**src/rtl/operand_fetch_stage.sv**
```systemverilog
// Operand fetch stage: register file read, write-back bypass, busy scoreboard
// with RAW/WAW stalls, and a valid/ready output register toward execute.
module operand_fetch_stage #(
  parameter int unsigned WIDTH = 32,
  parameter int unsigned ADDR  = 5
) (
  input  logic                  Clk,
  input  logic                  Reset,
  input  logic                  InValid,
  output logic                  InReady,
  input  logic [ADDR-1:0]       InRs,
  input  logic [ADDR-1:0]       InRt,
  input  logic [ADDR-1:0]       InRd,
  input  logic                  InWritesRd,
  output logic [ADDR-1:0]       ReadRegister1,
  output logic [ADDR-1:0]       ReadRegister2,
  input  logic [WIDTH-1:0]      ReadData1,
  input  logic [WIDTH-1:0]      ReadData2,
  input  logic                  WbRegWrite,
  input  logic [ADDR-1:0]       WbRegister,
  input  logic [WIDTH-1:0]      WbData,
  output logic                  OutValid,
  input  logic                  OutReady,
  output logic [WIDTH-1:0]      OutA,
  output logic [WIDTH-1:0]      OutB,
  output logic [ADDR-1:0]       OutRd,
  output logic                  OutWritesRd,
  output logic [(2**ADDR)-1:0]  Busy
);

  localparam int unsigned NREG = 2**ADDR;

  logic             wb_hit_a;
  logic             wb_hit_b;
  logic             wb_hit_d;
  logic             raw_a;
  logic             raw_b;
  logic             waw;
  logic             slot_free;
  logic             accept;
  logic [WIDTH-1:0] op_a;
  logic [WIDTH-1:0] op_b;
  logic [NREG-1:0]  busy_d;

  assign ReadRegister1 = InRs;
  assign ReadRegister2 = InRt;

  // Operand select, hazard detection and next scoreboard state
  always_comb begin
    wb_hit_a  = WbRegWrite && (WbRegister == InRs);
    wb_hit_b  = WbRegWrite && (WbRegister == InRt);
    wb_hit_d  = WbRegWrite && (WbRegister == InRd);

    op_a = ReadData1;
    if (wb_hit_a)      op_a = WbData;
    if (InRs == '0)    op_a = '0;
    op_b = ReadData2;
    if (wb_hit_b)      op_b = WbData;
    if (InRt == '0)    op_b = '0;

    // A producer finishing this cycle resolves its hazard through the bypass
    raw_a     = (InRs != '0) && Busy[InRs] && !wb_hit_a;
    raw_b     = (InRt != '0) && Busy[InRt] && !wb_hit_b;
    waw       = InWritesRd && (InRd != '0) && Busy[InRd] && !wb_hit_d;
    slot_free = !OutValid || OutReady;
    InReady   = !raw_a && !raw_b && !waw && slot_free;
    accept    = InValid && InReady;

    // Clear first so a same-cycle set of the same bit wins
    busy_d = Busy;
    if (WbRegWrite)            busy_d[WbRegister] = 1'b0;
    if (accept && InWritesRd)  busy_d[InRd]       = 1'b1;
    busy_d[0] = 1'b0;
  end

  always_ff @(posedge Clk or posedge Reset) begin
    if (Reset) begin
      OutValid    <= 1'b0;
      OutA        <= '0;
      OutB        <= '0;
      OutRd       <= '0;
      OutWritesRd <= 1'b0;
      Busy        <= '0;
    end else begin
      Busy <= busy_d;
      if (accept) begin
        OutValid    <= 1'b1;
        OutA        <= op_a;
        OutB        <= op_b;
        OutRd       <= InRd;
        OutWritesRd <= InWritesRd;
      end else if (OutReady) begin
        OutValid <= 1'b0;
      end
    end
  end

endmodule

```
**config.mk**
```make
export PLATFORM = sky130hd
export DESIGN_NAME = operand_fetch_stage
export DESIGN_NICKNAME = d
export VERILOG_FILES = /design/src/rtl/operand_fetch_stage.sv
export SDC_FILE = /design/constraint.sdc
export NUM_CORES = 1
export LEC_CHECK = 0
export CAP_MARGIN = 20
export CORE_MARGIN = 10
export CORE_UTILIZATION = 40
export DETAILED_ROUTE_END_ITERATION = 10
export DONT_BUFFER_PORTS = 1
export SLEW_MARGIN = 20
export SYNTH_ARGS = -nofsm -noshare
export SYNTH_HDL_FRONTEND = slang
export SYNTH_SLANG_ARGS = --single-unit
```
**constraint.sdc**
```tcl
create_clock -name Clk -period 3.3 [get_ports Clk]
set_input_delay 0.66 -clock Clk [delete_from_list [all_inputs] [get_ports Clk]]
set_output_delay 0.66 -clock Clk [all_outputs]
set_load 0.01 [all_outputs]
```
* Word level (Yosys, flattened, before mapping) *
Cells that the tools add are included.

word-level totals
  RAM bits = 0
  bits in registers = 102
  bits in latches = 0
  bits of input ports = 122
  bits in read-only memories = 0
  logic and storage cells = 67
  output and inout port bits = 114
  memories = 0

operators by class
  muxes and demuxes = 18
  order comparisons = 6
  multiply operators = 0
  eq/ne operators = 3
  bitwise operators = 3
  reductions and logical operators = 31
  divide/modulo/power cells = 0
  shift-type cells = 0
  $add $sub $neg = 0

operator list
  cell                                                                          count
  32-bit two-way mux                                                            6
  32-bit bitwise AND                                                            1
  32-bit NOT                                                                    1
  32-bit OR                                                                     1
  5-bit by 6-bit less-than comparator with 1-bit output, second input constant  4
  1-bit logical AND                                                             17
  1-bit binary-select mux with 5-bit select                                     3
  5-bit equality test                                                           3
  5-bit nonzero test                                                            3
  1-bit demux with 5-bit select                                                 2
  5-bit by 1-bit >= comparator with 1-bit output, second input constant         2
  5-bit logical NOT                                                             2
  1-bit logical NOT                                                             7
  1-bit two-way mux                                                             7
  2-bit nonzero test                                                            1
  1-bit logical OR                                                              1

* Logic depth before layout (Yosys ltp) *
Gate-level depths: netlist of the first run.

  word-level depth = 11
  depth in mapped cells = 10
  gate-level depth less buffers = 6

* Least setup slack after synthesis of the first run *
Ideal clock, no wire load.

  path kind = in2reg
  start = in InRd[4]
  end = reg OutA[10]
  data required time = 3.175 ns
  arrival time = 2.799 ns
  stages = 10
  setup slack = 0.375 ns
  library setup time = 0.125 ns
  path buffers = 4
  path through = clkbuf_1 > or3b_2 > clkbuf_1 > o22ai_1 > nor4_1 > a22o_1 > o2111ai_1 > buf_4 > buf_6 > mux2_4

between the ends
  word-level cells in the longest chain between the ends = 8
  elaborated cells on any way between the ends = 13
  those cells by class = eq/ne (1); mux (2); reduce/logical (10)

ends and longest elaborated chain
  item                                                                     RTL line  text
  from (decl)                                                              13        input logic [ADDR-1:0] InRd,
  1-bit binary-select mux with 5-bit select, or another cell as far along  64        waw = InWritesRd && (InRd != '0) && Busy[InRd] && !wb_hit_d;
  1-bit two-way mux (implied by the code), or another cell as far along    64
  1-bit logical AND / 1-bit logical NOT (equally long branches)            64
  1-bit logical AND (*)                                                    64
  1-bit logical NOT (*)                                                    66        InReady = !raw_a && !raw_b && !waw && slot_free;
  1-bit logical AND (*) (2 in a row)                                       66
  1-bit logical AND (*)                                                    67        accept = InValid && InReady;
  to (signal assigned)                                                     88        OutA <= op_a;
  to (decl)                                                                24        output logic [WIDTH-1:0] OutA,

Mark *: on every way between the ends. The rest lies on a longest branch, timed or not. The select of a mux whose other input is x is not followed.
A chain may end at the register's enable or synchronous reset.

* Final worst setup path of the first run *
  start = reg Busy[11]
  end = out InReady

between the ends
  word-level cells in the longest chain between the ends = 8
  elaborated cells on any way between the ends = 18
  those cells by class = mux (6); reduce/logical (12)

ends and longest elaborated chain
  item                                                          RTL line  text
  from (decl)                                                   28        output logic [(2**ADDR)-1:0] Busy
  from (signal assigned)                                        85        Busy <= busy_d;
  1-bit binary-select mux with 5-bit select (on tied branches)  62, 63
  1-bit two-way mux (on tied branches)                          62, 63
  1-bit logical AND (on tied branches) (2 in a row)             62, 63
  1-bit logical NOT                                             66
  1-bit logical AND                                             66
  1-bit logical AND (*) (2 in a row)                            66
  to (decl)                                                     10        output logic InReady,

Marked as above.

==> impl_metrics.yaml, run 1 <==
die:
  rows: 44
  num_io_pins: 236
  die_h_um: 143
  die_width_um: 143
  start_util_pct: 41.0
  core_area_um2: 14600
  dieArea_um2: 20300
synthesis:
  synth_cell_types: 43
  synth-seq-cells: 102
  syn-cell-area_um2: 6000
  synth_area_leaders: "dfrtp_1 43%, mux2_4 12%, a22o_1 9.5%"
  ys.flop_type: "dfrtp_1"
  yosysSeqAreaShare_pct: 42.5
  yosys_warnings: 0
  synth_area_per_cell_um2: 12.2
  synth_edf_count: 0
  synth_largest_area_cell: "dfrtp_1"
  async_reset_ff_share_pct: 100
  yosysTopAreaCellShare_pct: 42.5
  syn-instance-count: 492
  synth_nets: 614
place:
  place_hpwl_um: 14500
  gp_congestion: 0.906
  post-place-ws_ps: 202
  io_buffers: 0
critical_path:
  cp-end-kind: "output port"
  r2r-start: "Busy[11]"
  critical_path_arrival_ps: 2360
  crit_start: "Busy[11]"
  regToRegSetupSlack_ps: 580
  critPathRequiredTime_ps: 2640
  rr_endpoint: "OutRd[2]"
  critPathLaunchType: "flip-flop"
  reg2reg_depth: 6
  cp_max_fo: 5
  critPathKind: "reg2out"
grt:
  grt_pass1_vias: 4616
  grt_max_degree: 55
  grt_pass1_wl_um: 28800
  grt_usage_pct: 18.3
  overflow: 0
  grt_antenna_before_repair: 0
flow_run:
  drv_cap: 0
finish:
  final_nets: 580
  drive_gt1_share_pct: 27.2
  nFillCells: 1350
  fin_util_pct: 43.6
  syn_to_final_growth_pct: 6.38
  antenna_cells: 0
cts:
  cts_max_level: 3
  clockRootBuffer: "clkbuf_16"
  clockBufferDepth: 2
  cts_buffers: 9
  ctsResizeCount: 0
  cts_tree: "yes"
  hold_buffers: 0
  clock_sinks: 102
  path_clk_slew_ps: 70
  cts_setup_buffers: 0
  clk_latency_ps: 350
pwr:
  irDropWorstVdd_mv: 0.262
  p_leak_nw: 2.73
  p_per_area_nw_per_um2: 606
route:
  drc: 0
  wl_per_cell_um: 29.7
  drt_iter0_drc: 432
  drtPass1Iterations: 5
  viasPerCell: 6.68
  wirelength_um: 19200
  via_count: 4321
  detail-route-antenna-nets: 0
sta:
  hold_ws_ps: 231
  finalSetupViolations: 0
  fin_crit_sh_pct: 91.5
  drv_slew: 0
  grt_setup_unrepaired: "false"
  tns_ps: 0
  slew_headroom_pct: 38.1
  hold_violations: 0
  post-route-min-period_ps: 3020
  worst_slack_ps: 281
  worst_pin_slew_ps: 926
  skew_ps: 10.5
  max_freq_mhz: 331
outcome:
  status: "completed"
min_path:
  hold_path_class: "in2async"
## cells by family (layout without fill, tap and decap cells)
logic type                Yosys count  count (layout)  synth area share, %
AOI/OAI and AO/OA                 146             146                 18.3
xor gates and xnor gates           15              15                 2.19
buffers and inverters              63              34                 5.67
DFF                               102             102                 42.5
muxes                             111             111                 25.7
other                               1               1               0.0625
and+or+nand+nor                    54              54                 5.61
## critical path: stages, from the launching register on
cell and delay, ps:
dfrtp_1 500, mux4_2 490, mux4_2 490, o2111ai_2 260, o211a_1 260
## report_power, final
group          switching (W)  leakage, nW  internal, W  total (W)
sequential          0.000470         1.26      0.00156    0.00203
combinational       0.000291         1.33     0.000498   0.000789
clock               0.000524        0.136     0.000530    0.00105
## cell type report
type                            instances  area (µm²)  area share [%]
Timing Repair Buffer                   13         135            2.12
Multi-Input combinational cell        327        3160            49.4
Clock buffer                            9         225            3.53
Sequential cell                       102        2550            40.0
Tap cell                              184         230            3.60
Clock inverter                          7        63.8           0.999
Inverter                                5        22.5           0.353
## Yosys cell counts, drive strengths merged (5+ instances only)
library cell,number
dfrtp,102
nand3,7
mux2i,27
a22o,65
mux2,71
buf,31
nand3b,10
or3b,8
nor2,8
clkbuf,27
o22ai,6
o31ai,32
xor2,12
o21ai,33
mux4,13
inv,5
## sequential cells by signal, indices dropped and copies added (netlist names)
| register | count |
|---|---|
| OutB | 32 |
| OutWritesRd | 1 |
| OutRd | 5 |
| OutValid | 1 |
| OutA | 32 |
| Busy | 31 |
## placed cells by master (no fill, tap or decap), types with 7 or more instances in the layout
cell / count
o31ai_1: 32
xor2_1: 12
mux2_4: 48
clkbuf_16: 9
mux2_2: 23
or3b_2: 7
mux2i_1: 27
o21ai_0: 33
nand3_1: 7
nor2_1: 7
buf_4: 10
dfrtp_1: 102
nand3b_1: 10
a22o_1: 65
mux4_2: 13
## stage by stage
| stage | power, W | cell area, µm² | std cells |
|---|---|---|---|
| floorplan | 0.00261 | 6010 | 492 |
| global placement | 0.00283 | 6100 | 631 |
| detailed placement | 0.00285 | 6100 | 631 |
| CTS | 0.00391 | 6390 | 647 |
| global route | 0.00405 | 6390 | 647 |
| finish | 0.00387 | 6390 | 647 |
## metal layers
layer	wire [µm]	vias to the layer above	share of wire (%)	global-route usage, %
met5	0	-	0	0
met4	414	0	2.2	6.62
met3	2340	43	12	7.21
met2	9250	317	48	28.9
met1	7220	2147	38	22.1
li1	-	1814	-	-
## how the worst max path moves through the flow
stage                    end  cells past startpoint  slack [ps]
global route         InReady                      5         190
global placement    OutRd[3]                      7         280
finish               InReady                      4         280
CTS                  InReady                      4         280
floorplan           OutA[10]                     10         380
detailed placement  OutRd[2]                      7         200
No activity file was read; power rests on OpenSTA's default activity.
==> run 2: changes to the inputs <==
CTS_CLUSTER_DIAMETER = 30   (was unset)
GPL_TIMING_DRIVEN = 0   (was unset)
clock period = 3 ns   (was 3.3 ns; I/O delays follow)
==> impl_metrics.yaml, run 2 (synthesized netlist as in run 1, its figures left out) <==
finish:
  fin_util_pct: 45.3
  final_area_um2: 6630
  layout_commonest_cell: "dfrtp_1"
  antenna_cells: 0
  top_regs: "OutA (32), OutB (32), Busy (31)"
  final_nets: 628
  seq_area_um2: 2550
  multiInputGateArea_um2: 3140
  layout_common_cells: "100 x dfrtp_1, 65 x a22o_1, 48 x mux2_4, 33 x o21ai_0, 32 x o31ai_1"
  drive_gt1_share_pct: 30.1
  nFillCells: 1352
  syn_to_final_growth_pct: 10.4
sta:
  max_freq_mhz: 338
  post-route-min-period_ps: 2960
  skew_ps: 7.42
  worst_pin_slew_ps: 595
  drv_slew: 0
  finalSetupViolations: 0
  fin_crit_sh_pct: 98.7
  hold_violations: 0
  grt_setup_unrepaired: "false"
  slew_headroom_pct: 60.2
critical_path:
  path_cells: "clkbuf_2, or3b_2, clkbuf_1, o211ai_1, nor3_1, a22o_1, o211a_1"
  critPathKind: "in2out"
  path_delay_family: "compound AO/OA/AOI/OAI gates"
  cp_max_fo: 10
  critPathRequiredTime_ps: 2400
  crit_start: "InRd[4]"
  critPathLaunchType: "input pin"
  r2r-start: "Busy[15]"
  critPathBufInv: 2
  critical_path_arrival_ps: 2360
  cp-end-kind: "output port"
  critPathMaxStageDelay_ps: 490
  regToRegSetupSlack_ps: 230
  crit_path_top_delay_cell: "or3b_2"
flow_run:
  drv_cap: 0
route:
  wl_per_cell_um: 30.0
  drt_iter0_drc: 409
  drc: 0
  drtPass1Iterations: 5
  wirelength_um: 20900
  viasPerCell: 6.62
  via_count: 4598
  detail-route-antenna-nets: 0
pwr:
  irDropWorstVdd_mv: 0.267
  p_leak_nw: 2.85
  p_per_area_nw_per_um2: 652
  p_total_w: 0.00432
grt:
  grt_max_degree: 34
  grt_pass1_vias: 4872
  grt_pass1_wl_um: 30900
  grt_usage_pct: 19.9
  overflow: 0
  grt_antenna_before_repair: 0
die:
  start_util_pct: 41.0
  num_io_pins: 236
  dieArea_um2: 20300
  rows: 44
  die_h_um: 143
  core_area_um2: 14600
  die_width_um: 143
cts:
  cts_setup_buffers: 0
  clockBufferDepth: 2
  clockRootBuffer: "clkbuf_16"
  path_clk_slew_ps: 70
  clock_sinks: 102
  cts_tree: "yes"
  cts_buffers: 9
  clk_latency_ps: 360
  cts_max_level: 3
place:
  gp_congestion: 0.952
  dpl-instance-area_um2: 6300
  io_buffers: 0
  place_hpwl_um: 15900
min_path:
  hold_path_class: "in2async"
outcome:
  status: "completed"
[run 2: layout make-up]
class	count	area share [%]
multi-input cells	327	47.4
flip-flops and latches	102	38.6
plain buffers	58	5.10
well taps	184	3.47
clock buffers	9	3.40
repair buffers	3	0.906
clock inverters	7	0.850
inverters	5	0.340
[run 2: worst paths after layout]
| kind | to | cells past startpoint |
|---|---|---|
| max | InReady | 7 |
| min | Busy[4] | 1 |
| max reg2reg | Busy[4] | 7 |
| min reg2reg | OutB[28] | 1 |
| max in group asynchronous | OutA[7] | 3 |
| min in group Clk | OutValid | 2 |
[run 2: layer usage]
layer	GRT usage (%)	part of all wire (%)
met3	7.74	13
met4	7.38	1.9
met1	24.1	37
met5	0	0
met2	31.4	48
[run 2: through the flow]
step                hold slack [ps]  instances  setup TNS (ps)  setup WS, ps
floorplan                       545        492               0           135
finish                          135        695               0          38.8
detailed placement              523        679          -47670          -544
global placement                579        676          -45130          -523
CTS                             141        695               0          42.2
global route                    158        695               0          2.10
[run 2: worst register-to-register path: stages, from the launching register on]
cell and delay, ps:
dfrtp_1 470, mux4_2 520, mux4_2 510, o2111ai_2 210, o2111ai_2 220, buf_6 210
buf_2 210, o31ai_1 300
[run 2: what timing repair did]
action / in CTS / in global routing
gates resized for setup: 5 / 16
pin swaps: 0 / 1
setup endpoints to repair: 98 / 41
hold buffers: 0 / 0
[run 2: where the power goes]
part,switching [W],total (W),internal [W]
combinational,0.000381,0.000947,0.000566
sequential,0.000511,0.00222,0.00171
clock,0.000576,0.00115,0.000574
==> run 3: changes to the inputs <==
CORE_UTILIZATION = 29   (was 40)
REMOVE_ABC_BUFFERS = 1   (was unset)
==> impl_metrics.yaml, run 3 (synthesized netlist as in run 1, its figures left out) <==
route:
  drc: 0
  wirelength_um: 20000
  viasPerCell: 5.88
  detail-route-antenna-nets: 0
  via_count: 4305
  wl_per_cell_um: 27.3
  drt_iter0_drc: 396
  drtPass1Iterations: 6
cts:
  cts_max_level: 3
  cts_tree: "yes"
  hold_buffers: 0
  clk_latency_ps: 360
  cts_buffers: 9
  clockRootBuffer: "clkbuf_16"
  clock_sinks: 102
  clockBufferDepth: 2
  path_clk_slew_ps: 70
place:
  io_buffers: 0
  gp_congestion: 0.920
  post-place-ws_ps: -534
  place_hpwl_um: 14700
  dpl-instance-area_um2: 6340
critical_path:
  path_delay_family: "multiplexers"
  crit_path_top_delay_cell: "mux4_2"
  critPathLaunchType: "flip-flop"
  critical_path_arrival_ps: 2360
  critPathRequiredTime_ps: 2400
  critPathMaxStageDelay_ps: 530
  critPathKind: "reg2out"
  cp-end-kind: "output port"
  critPathBufInv: 0
  cp_max_fo: 5
  path_common_cell: "mux4_2"
  path_cells: "mux4_2, mux4_2, o2111ai_4, o211a_1"
sta:
  grt_setup_unrepaired: "false"
  skew_ps: 9.86
  drv_slew: 0
  hold_ws_ps: 94.1
  slew_headroom_pct: 49.5
  hold_violations: 0
  finalSetupViolations: 0
  fin_crit_sh_pct: 98.6
  post-route-min-period_ps: 2960
  worst_slack_ps: 43.4
  tns_ps: 0
  worst_pin_slew_ps: 758
  max_freq_mhz: 338
die:
  die_h_um: 164
  dieArea_um2: 26900
  core_area_um2: 20300
  die_width_um: 164
  start_util_pct: 29.6
  rows: 52
  num_io_pins: 236
finish:
  fin_util_pct: 32.6
  final_area_um2: 6620
  antenna_cells: 0
  multiInputGateArea_um2: 3180
  layout_commonest_cell: "dfrtp_1"
  layout_common_cells: "98 x dfrtp_1, 65 x a22o_1, 48 x mux2_4, 33 x o21ai_0, 32 x o31ai_1"
  syn_to_final_growth_pct: 10.3
  nFillCells: 2009
  seq_area_um2: 2560
  top_regs: "OutA (32), OutB (32), Busy (31)"
  drive_gt1_share_pct: 27.7
  final_nets: 579
grt:
  overflow: 0
  grt_usage_pct: 14.2
  grt_max_degree: 67
  grt_pass1_wl_um: 29300
  grt_antenna_before_repair: 0
  grt_pass1_vias: 4594
min_path:
  hold_path_class: "in2async"
outcome:
  status: "completed"
flow_run:
  drv_cap: 0
pwr:
  p_leak_nw: 2.77
  p_per_area_nw_per_um2: 640
  irDropWorstVdd_mv: 0.242
[run 3: metal layers]
metal  global-route usage, %  part of all wire, %  vias to the layer above
li1                        -                    -                     1805
met1                    15.0                   35                     2194
met2                    23.2                   50                      270
met3                    6.73                   13                       36
met4                    7.51                  2.5                        0
met5                       0                    0                        -
[run 3: metrics by stage]
stage / power, W / std cells
floorplan: 0.00288 / 434
global placement: 0.00315 / 704
detailed placement: 0.00316 / 714
CTS: 0.00430 / 731
global route: 0.00445 / 732
finish: 0.00424 / 732
[run 3: worst paths after layout]
| path | slack (ps) | end | cells past startpoint | start |
|---|---|---|---|---|
| setup / recovery | 40 | InReady | 4 | Busy[15] |
| hold / removal | 90 | OutRd[3] | 1 | Reset |
| setup reg to reg | 110 | OutA[28] | 8 | Busy[15] |
| hold reg to reg | 600 | OutA[3] | 1 | OutA[3] |
| max in group asynchronous | 2250 | OutB[18] | 2 | Reset |
| min in group Clk | 390 | OutWritesRd | 1 | InWritesRd |
[run 3: cell type report]
cell class                 instances  share of cell area (%)
timing repair buffer              12                    3.85
sequential                       102                    38.6
multi-input combinational        327                    47.9
inverter                           5                   0.359
clock buffer                      11                    3.51
clock inverter                     5                   0.623
tap                              270                    5.10
[run 3: what timing repair did]
action	4_1_cts	5_1_grt
resized for setup	5	1
endpoints found under the setup margin	48	12
hold endpoints to repair	0	0
pin swaps	1	2
buffers inserted	1	2
cloned	0	0
[run 3: power breakdown]
part	internal, W	total (W)	switching (W)
combinational	0.000568	0.000895	0.000327
clock	0.000572	0.00112	0.000553
sequential	0.00171	0.00222	0.000507
